<file path="src/rtl/reg3_serial_tx.sv">
// Frames a captured WIDTH-bit word onto sq: start, data LSB first, optional parity, stop.
// sq leads with the start bit one enabled edge after the sack edge; eena=0 freezes every register.
module reg3_serial_tx #(
  parameter int WIDTH     = 3,
  parameter bit PARITY_EN = 1'b1,
  parameter bit ODD_PAR   = 1'b0
) (
  input  logic             eck,
  input  logic             er,
  input  logic             eena,
  input  logic [WIDTH-1:0] ed,
  input  logic             eld,
  input  logic             ecl,
  output logic             sq,
  output logic             sbusy,
  output logic             sack,
  output logic             sdone
);
  localparam int CW = (WIDTH > 1) ? $clog2(WIDTH) : 1;
  localparam logic [CW-1:0] LAST = CW'(WIDTH - 1);

  typedef enum logic [2:0] {IDLE, START, DATA, PAR, STOP} state_t;

  state_t           state, state_n;
  logic [WIDTH-1:0] shift, shift_n;
  logic [CW-1:0]    cnt, cnt_n;
  logic             par, par_n;
  logic             sq_n, sbusy_n, sack_n, sdone_n;

  always_ff @(posedge eck or negedge er) begin
    if (!er) begin
      state <= IDLE;
      shift <= '0;
      cnt   <= '0;
      par   <= 1'b0;
      sq    <= 1'b1;
      sbusy <= 1'b0;
      sack  <= 1'b0;
      sdone <= 1'b0;
    end else if (eena) begin
      state <= state_n;
      shift <= shift_n;
      cnt   <= cnt_n;
      par   <= par_n;
      sq    <= sq_n;
      sbusy <= sbusy_n;
      sack  <= sack_n;
      sdone <= sdone_n;
    end
  end

  // Output registers are loaded from the current state, so sq trails the FSM by one edge.
  always_comb begin
    state_n = state;
    shift_n = shift;
    cnt_n   = cnt;
    par_n   = par;
    sq_n    = 1'b1;
    sbusy_n = 1'b1;
    sack_n  = 1'b0;
    sdone_n = 1'b0;
    case (state)
      IDLE: begin
        sbusy_n = 1'b0;
        if (eld && !ecl) begin
          shift_n = ed;
          par_n   = (^ed) ^ ODD_PAR;
          sack_n  = 1'b1;
          state_n = START;
        end
      end
      START: begin
        sq_n    = 1'b0;
        cnt_n   = '0;
        state_n = DATA;
      end
      DATA: begin
        sq_n    = shift[0];
        shift_n = shift >> 1;
        if (cnt == LAST) begin
          cnt_n   = '0;
          state_n = PARITY_EN ? PAR : STOP;
        end else begin
          cnt_n = cnt + 1'b1;
        end
      end
      PAR: begin
        sq_n    = par;
        state_n = STOP;
      end
      STOP: begin
        sdone_n = 1'b1;
        state_n = IDLE;
      end
      default: begin
        sbusy_n = 1'b0;
        state_n = IDLE;
      end
    endcase
    // Cancel drops the frame in flight; the stop pulse is suppressed too.
    if (ecl && state != IDLE) begin
      state_n = IDLE;
      cnt_n   = '0;
      sq_n    = 1'b1;
      sbusy_n = 1'b0;
      sdone_n = 1'b0;
    end
  end
endmodule

</file>
<file path="config.mk">
export PLATFORM = sky130hd
export DESIGN_NAME = reg3_serial_tx
export DESIGN_NICKNAME = d
export VERILOG_FILES = /design/src/rtl/reg3_serial_tx.sv
export SDC_FILE = /design/constraint.sdc
export NUM_CORES = 1
export LEC_CHECK = 0
export ABC_CLOCK_PERIOD_IN_PS = 2280
export BUFFER_PORTS_ARGS = -buffer_cell sky130_fd_sc_hd__buf_4
export CORE_UTILIZATION = 28
export DETAILED_ROUTE_END_ITERATION = 12
export GPL_ROUTABILITY_DRIVEN = 0
export SLEW_MARGIN = 0
export SYNTH_ARGS = -nofsm -noshare
export SYNTH_HDL_FRONTEND = slang
export SYNTH_SLANG_ARGS = --single-unit
</file>
<file path="constraint.sdc">
create_clock -name eck -period 2.28 [get_ports eck]
set_input_delay 0.342 -clock eck [delete_from_list [all_inputs] [get_ports eck]]
set_output_delay 0.342 -clock eck [all_outputs]
set_load 0.02 [all_outputs]
</file>
==> results of run 1 <==
==> metrics by stage <==
stage	util [%]	power [W]	hold WS [ns]	area, µm²	worst slack, ns
after floorplan	-	0.0004140	0.04641	719.4	0.7659
after global placement	33.13	0.0004561	0.1943	813.3	0.7149
after detailed placement	33.13	0.0004587	0.1997	813.3	0.6506
after CTS	34.61	0.0006043	0.3079	849.6	0.6404
after global routing	34.61	0.0006360	0.3204	849.6	0.5591
final	34.61	0.0005946	0.3137	849.6	0.6535
==> flip-flops by register name, summed over array words and instances (netlist names) <==
name and flops:
shift 3, state 3, cnt 2, par 1, sack 1, sbusy 1
sdone 1, sq 1
==> repair_timing <==
item | in CTS | in global routing
setup buffers | 0 | 0
resized for setup | 0 | 0
hold buffers | 1 | 0
hold endpoints to repair | 12 | 0
==> cell usage in the layout, fill, tap and decap left out, types with 2 or more instances in the layout <==
cell type,synthesis,final
o21ai_0,3,3
nand4b_1,2,2
nor2_1,2,2
mux2_1,3,3
mux2_2,2,2
clkbuf_4,0,3
buf_4,0,11
dfrtp_1,12,12
inv_1,7,7
o22ai_1,2,2
nand2_1,4,4
xnor2_1,2,2
o21ai_1,3,3
==> power groups by stage <==
stage               combinational (W)  sequential, W  clock [W]
floorplan                    0.000105       0.000309          0
global placement             0.000136       0.000320          0
detailed placement           0.000141       0.000318          0
CTS                          0.000142       0.000314   0.000149
global route                 0.000156       0.000320   0.000160
finish                       0.000139       0.000314   0.000141
==> how the worst min path moves through the flow <==
stage | start | endpoint | cells past startpoint
floorplan | er | cnt[0] | 0
global placement | er | sdone | 1
detailed placement | er | state[1] | 1
CTS | eena | sack | 2
global route | eena | sack | 2
finish | eena | sack | 2
==> cells by family (layout without fill, tap and decap cells) <==
| group | after synthesis | count (layout) |
|---|---|---|
| AOI/OAI and AO/OA | 16 | 16 |
| xor gates and xnor gates | 3 | 3 |
| buffers and inverters | 12 | 24 |
| DFF | 13 | 13 |
| muxes | 6 | 6 |
| and+or+nand+nor | 17 | 17 |
==> worst reg2reg max path, delay by kind of cell, from the launching register on <==
kind,cells,cell delay (ns)
flops,1,0.53
mux,2,0.62
simple gates,1,0.37
==> routing by layer <==
layer  share of wire, %  GRT usage [%]  up-vias
met2                 46          15.40       11
met1                 47          11.58      226
met4                4.4          9.211        0
li1                   -              -      261
met5                  0              0        -
met3                2.3          1.739        5
==> cell usage after synthesis <==
cell type,count,area share (%)
a2111oi_4,1,3.8
a21oi_1,1,0.69
a2bb2oi_1,1,1.2
a31oi_1,1,0.87
buf_2,2,1.4
buf_6,1,1.6
clkbuf_2,1,0.69
dfrtp_1,12,42
dfstp_2,1,3.7
inv_1,7,3.7
inv_2,1,0.52
mux2_1,3,4.7
mux2_2,2,3.1
mux2i_1,1,1.4
nand2_1,4,2.1
nand2b_1,1,0.87
nand2b_4,1,1.9
nand3_1,1,0.69
nand3_2,1,1.4
nand4_1,1,0.87
nand4b_1,2,2.4
nor2_1,2,1.0
nor2b_1,1,0.87
nor3_1,1,0.69
nor3b_1,1,1.0
nor3b_4,1,2.6
o21a_2,1,1.2
o21ai_0,3,2.1
o21ai_1,3,2.1
o22ai_1,2,1.7
o2bb2ai_1,1,1.2
o31a_1,1,1.2
o41ai_1,1,1.2
xnor2_1,2,2.4
xor2_1,1,1.2
==> area by class of cell <==
class                      count  area [µm²]
fill                         250        1605
multi-input combinational     42       336.6
sequential                    13       326.6
timing repair buffer          12       92.59
tap                           30       37.54
inverter                       8       30.03
clock buffer                   4       26.28
==> metrics.md, run 1 <==
| Metric | Value |
|---|---|
| Post-Route Skew | just under 0.007 ns |
| Max_slew headroom | a little under three quarters |
| Critical Path Start Type | register |
| Worst Hold Class | input port to register |
| Reg2Reg Launch Point | state[2] |
| Max Fclk | roughly 0.61 GHz |
| Sequential cell area fraction in the yosys report | between 40 and 50% |
| Detailed Route WL | about 1300 µm |
| Initial Util | between 20% and 30% |
| Largest net degree at the start of global routing | 14 |
| Htree depth | 1 |
| Die X | 52.69 µm |
| Vias in the first global route | roughly 460 |
| Setup Viol. Count Final | 0 |
| Initial antenna violation count | 0 |
| Worst-case reg-to-reg path depth | 3 |
| Sw power | roughly 0.00017 W |
| Routed length per instance | about 11 µm |
| Inserted Clock Buffers | 3 |
| GRT Overall Usage | about a tenth |
| Placed cell count | approximately 100 |
| DR vias/cell | approximately 4.6 |
| Worst-case clock buffer depth | 2 |
| Detail Placement HPWL | ~940 µm |
| Io pins | 12 |
| Net Count, Synth | 75 |
| Slew Limit Fails | 0 |
| Drt pass-1 iters | 5 |
| Final hold vios | 0 |
| FF+latch count, synth | 13 |
| Leakage | roughly 0.35 nW |
| Internal | approximately 0.00042 W |
| Critical path class | register to register |
| Critical path, cell by cell | nor3b_1 -> mux2_1 -> mux2_2 |
| Kind of cell adding the most delay to the critical path | multiplexers |
| Skew-Pair Late Insertion Delay | around 0.28 ns |
| Complex-gate fraction of the synthesized area | 17.39% |
| Largest family of logic cells by synthesized area | compound AO/OA/AOI/OAI gates |
| WP data required | ~2.4 ns |
| Min Tclk post-route | between 1.5 and 2 ns |
| Worst path max stage delay | about 0.53 ns |
| Critical Path Start | state[2] |
| Synth warnings | 0 |
| Non-filler cells, final | ~110 |
| Register share of total power | 52.8% |
| Clock sink count | 13 |
| Ant diodes | 0 |
| Vias | between 500 and 600 |
| # DRC | 0 |
| Worst reg2reg endpoint | shift[0] |
| Logic pwr share | 23.4% |
| Stages on worst setup path | 3 |
| Synth Instances | 67 |
| Setup TNS Final | 0 ns |
| CTS Root Cell | clkbuf_4 |
| I/O Buffers | 11 |
| Number of DRC markers in iteration 0 | 7 |
| Multiplexer area fraction after synthesis | a little over 9% |
| Clock Power Share | between 20% and 30% |
| RSZ-0062 raised after global routing | no |
| Endpoint class of the critical path | register |
| Reg clk slew, reported paths | about 0.070 ns |
| WP buf/inv | 0 |
| Syn avg cell area | approximately 11 µm² |
| CP Max Fanout | 11 |
| Antenna viol nets, final | 0 |
| PD cells | approximately 700 nW/µm² |
| Core area | 2455 µm² |
| Adder-cell share of the synthesized area | 0% |
| Worst-Margin Slew | about 0.42 ns |
| First-pass GRT wire length | 1952 µm |
| Peak supply drop | around 0.24 mV |
| Crit share post-route | roughly 70% |
| CTS tree | done |
| CP Data Arrival Time | 1.79 ns |
| Outcome | finished, final reports clean |
| Fraction of layout cells with a size suffix above 1 | 29.11% |
| Site Rows | 18 |
| Synth Area in Simple Gates | between 15 and 20% |
| CP Capture Point | shift[0] |
| Die H | 52.69 µm |
| Die area | ~2800 µm² |
| Total gr overflow | 0 |
| Fin nets | 88 |
| Sw Share | between 20% and 30% |
| Post-Synthesis Cell Area | about 700 µm² |
| Worst path slowest cell | dfrtp_1 |
| Library cells used by synthesis | 35 |
| Maximum capacitance violations | 0 |
| Area grow syn2layout | 18.09% |
| Xor/xnor share of the synthesized area | approximately 3.7% |
| Flop2flop setup slack | around 0.65 ns |
Power figures use the tool's default switching activity.
==> inputs of run 2 (changes only) <==
Settings changed: ABC_AREA set to 1, ABC_CLOCK_PERIOD_IN_PS 2280 to 1650.
Clock period 2.28 ns to 1.65 ns, I/O delays scaled along.
==> run 2 against run 1 <==
Clock skew is 0.0036 ns lower; design area increased by 9.7%; sequential cell count is the same; combinational power grew to 4.5 times the previous value; non-clock buffer count unchanged; final cell count grew 35%; critical path type unchanged; highest routed layer unchanged.
==> metrics.md, run 2 <==
| Metric | Value |
|---|---|
| Outcome | finished, final reports clean (unchanged) |
| PD cells | 1478 nW/µm² (was 699.9 nW/µm²) |
| Die area | 3055 µm² (was 2776 µm²) |
| Asr flop ratio synth | 100.0% (unchanged) |
| Synth warnings | 0 (unchanged) |
| Max Fclk | 0.7819 GHz (was 0.6148 GHz) |
| Vias in the first global route | 698 (was 459) |
| Crit share post-route | 77.51% (was 71.34%) |
| Core area | 2567 µm² (was 2455 µm²) |
| GR peak layer | met2 (unchanged) |
| DR vias/cell | 4.748 (was 4.615) |
| Post-CTS sizing | 0 (unchanged) |
| Internal | 0.0007622 W (was 0.0004201 W) |
| Final hold vios | 0 (unchanged) |
| Clock Power Share | 14.3% (was 23.8%) |
| CP Data Arrival Time | 1.45 ns (was 1.79 ns) |
| Die H | 55.27 µm (was 52.69 µm) |
| Grt met3 use | 2.342% (was 1.739%) |
| Io pins | 12 (unchanged) |
| Sequential cell area fraction in the yosys report | 41.10% (was 45.39%) |
| Worst-Margin Slew | 0.3661 ns (was 0.4234 ns) |
| Ant diodes | 0 (unchanged) |
| Leading cell types in the layout, fill and taps excluded | nand2_1, dfrtp_1, nand3_1, buf_4, inv_1 (was dfrtp_1, buf_4, inv_1) |
| Syn avg cell area | 7.714 µm² (was 10.74 µm²) |
| Initial Util | 30.95% (was 29.31%) |
| Fillers | 292 (was 250) |
| Most used cell along the critical path | nand2_1 |
| I/O Buffers | 11 (unchanged) |
| Largest net degree at the start of global routing | 14 (unchanged) |
| Fin nets | 126 (was 88) |
| Critical path, cell by cell | inv_2 -> nand2_1 -> nand3_1 -> nand2_1 -> nand2_1 -> nand2_1 -> nand2_1 (was nor3b_1 -> mux2_1 -> mux2_2) |
| Max_slew headroom | 75.59% (was 71.78%) |
| Post-CTS setup buffer count | 0 (unchanged) |
| Die X | 55.27 µm (was 52.69 µm) |
| Setup TNS Final | 0 ns (unchanged) |
| CTS Root Cell | clkbuf_4 (unchanged) |
| Peak supply drop | 0.7037 mV (was 0.2384 mV) |
| Skew-Pair Late Insertion Delay | 0.27 ns (was 0.28 ns) |
| Worst path slowest cell | dfrtp_1 (unchanged) |
| Endpoint class of the critical path | register (unchanged) |
| Top area cells in the synthesized netlist | dfrtp_1, nand2_1, nand2_4, nand3_1, nor2_4 (was dfrtp_1, mux2_1, a2111oi_4, dfstp_2, inv_1) |
| Min-delay src | ed[2] (was eena) |
| Vias | 698 (was 503) |
| Post-route cell area | 932.1 µm² (was 849.6 µm²) |
| FF+latch count, synth | 13 (unchanged) |
| Routed length per instance | 11.11 µm (was 11.48 µm) |
| Maximum capacitance violations | 0 (unchanged) |
| Flop2flop setup slack | 0.37 ns (was 0.65 ns) |
| Fraction of layout cells with a size suffix above 1 | 26.50% (was 29.11%) |
| Synth Instances | 103 (was 67) |
| Detailed Route WL | 1633 µm (was 1251 µm) |
| Worst path max stage delay | 0.57 ns (was 0.53 ns) |
| Total gr overflow | 0 (unchanged) |
| Most common library cells after synthesis | nand2_1, dfrtp_1, nand3_1, inv_1, nand2_4 (was dfrtp_1, inv_1, nand2_1) |
| Slew Limit Fails | 0 (unchanged) |
| Kind of cell adding the most delay to the critical path | flip-flops (was multiplexers) |
| Top FF cell, synth | dfrtp_1 (unchanged) |
| WP buf/inv | 1 (was 0) |
| Library cells used by synthesis | 21 (was 35) |
| Yosys top cell area share | 37.80% (was 41.74%) |
| Number of synthesized flops with an enable pin | 0 (unchanged) |
| # DRC | 0 (unchanged) |
| Htree depth | 1 (unchanged) |
| Sw power | 0.0006158 W (was 0.0001745 W) |
| Reg clk slew, reported paths | 0.08 ns (was 0.07 ns) |
| Antenna viol nets, final | 0 (unchanged) |
| Inserted Clock Buffers | 3 (unchanged) |
| Initial antenna violation count | 0 (unchanged) |
| Net Count, Synth | 111 (was 75) |
| Met1 Usage GRT | 13.16% (was 11.58%) |
| Stages on worst setup path | 7 (was 3) |
| Top-count cell post-synth | nand2_1 (was dfrtp_1) |
| Post-Synthesis Cell Area | 794.5 µm² (was 719.4 µm²) |
| Critical Path Start Type | register (unchanged) |
| Setup Viol. Count Final | 0 (unchanged) |
| Area grow syn2layout | 17.32% (was 18.09%) |
| Clock sink count | 13 (unchanged) |
| Number of DRC markers in iteration 0 | 7 (unchanged) |
| Worst Hold Class | input port to register (unchanged) |
| Post-Route Skew | 0.003293 ns (was 0.006878 ns) |
| Non-filler cells, final | 147 (was 109) |
| Drt pass-1 iters | 4 (was 5) |
| Site Rows | 18 (unchanged) |
| Register share of total power | 40.4% (was 52.8%) |
| Min Tclk post-route | 1.279 ns (was 1.627 ns) |
| WP data required | 1.82 ns (was 2.44 ns) |
| Placed Area | 895.9 µm² (was 813.3 µm²) |
| Leading cell type in the layout, fill and taps excluded | nand2_1 (was dfrtp_1) |
| Worst-case reg-to-reg path depth | 7 (was 3) |
| CP Max Fanout | 9 (was 11) |
| Critical path class | register to register (unchanged) |
| RSZ-0062 raised after global routing | no (unchanged) |
| Worst-case clock buffer depth | 2 (unchanged) |
| Detail Placement HPWL | 1276 µm (was 935.2 µm) |
| CTS tree | done (unchanged) |
| GRT Overall Usage | 11.69% (was 10.01%) |
| Cell taking the most area after synthesis | dfrtp_1 (unchanged) |
| Reg2Reg Launch Point | state[1] (was state[2]) |
| Sw Share | 44.69% (was 29.35%) |
| Logic pwr share | 45.3% (was 23.4%) |
| First-pass GRT wire length | 2835 µm (was 1952 µm) |
| Grt met2 use | 20.48% (was 15.40%) |
| Leakage | 0.5045 nW (was 0.3548 nW) |
| WHS Path Cells | 3 (was 2) |
| CP Capture Point | cnt[1] (was shift[0]) |
| Worst reg2reg endpoint | cnt[1] (was shift[0]) |
| Critical Path Start | state[1] (was state[2]) |
| Placed cell count | 142 (was 104) |
| Largest regs | shift (3), state (3), cnt (2) (unchanged) |
-- run 2: cell types whose count changed after synthesis, sizes merged, moves of 3 or more --
cell	previous run	this run
nor2	2	8
nand2	4	47
mux2	5	0
nand3	2	11
o21ai	6	0
nand4	1	4
-- run 2: cells by family after synthesis --
family	share of synthesized area (%)
flops	41.10
simple gates	47.24
xor+xnor	2.205
compound gates	1.732
buf+inv	7.717
-- run 2: power by group through the flow --
stage / clock network (W) / registers (W) / logic (W)
floorplan: 0 / 0.000543 / 0.000491
global placement: 0 / 0.000556 / 0.000609
detailed placement: 0 / 0.000560 / 0.000622
CTS: 0.000205 / 0.000554 / 0.000626
global route: 0.000218 / 0.000572 / 0.000705
finish: 0.000198 / 0.000557 / 0.000624
-- run 2: per-stage QoR --
stage	hold WS, ns	power (W)	util, %	setup slack, ns
floorplan	-0.04809	0.001034	-	0.5858
global placement	0.1034	0.001165	34.89	0.4358
detailed placement	0.1038	0.001181	34.89	0.4068
CTS	0.1852	0.001385	36.31	0.3952
global route	0.2244	0.001496	36.31	0.2995
finish	0.1858	0.001378	36.31	0.3711
-- run 2: area by class of cell --
cell class                 count  area [µm²]  area share [%]
multi-input combinational     77       406.6           43.62
sequential                    13       326.6           35.03
timing repair buffer          12       92.59           9.933
inverter                      11       42.54           4.564
tap                           30       37.54           4.027
clock buffer                   4       26.28           2.819
-- run 2: worst min path at each step --
| stage | to | slack, ns |
|---|---|---|
| after floorplan | cnt[0] | -0.05 |
| final | shift[2] | 0.19 |
| after detailed placement | sack | 0.10 |
| after CTS | shift[2] | 0.19 |
| after global routing | shift[2] | 0.22 |
| after global placement | sack | 0.10 |
-- run 2: what timing repair did --
item                       4_1_cts  5_1_grt
hold buffers                     1        0
setup endpoints to repair        0        0
hold endpoints to repair        12        0
-- run 2: worst reg2reg max path: cells and delay by family, from the launching register on --
family | cells | cell delay, ns
flops | 1 | 0.57
simple gates | 6 | 0.48
buf+inv | 1 | 0.13
-- run 2: per-layer routing --
| metal | up-vias | wire [µm] |
|---|---|---|
| li1 | 352 | - |
| met5 | - | 0 |
| met4 | 0 | 35 |
| met2 | 22 | 764 |
| met3 | 6 | 56 |
| met1 | 318 | 777 |
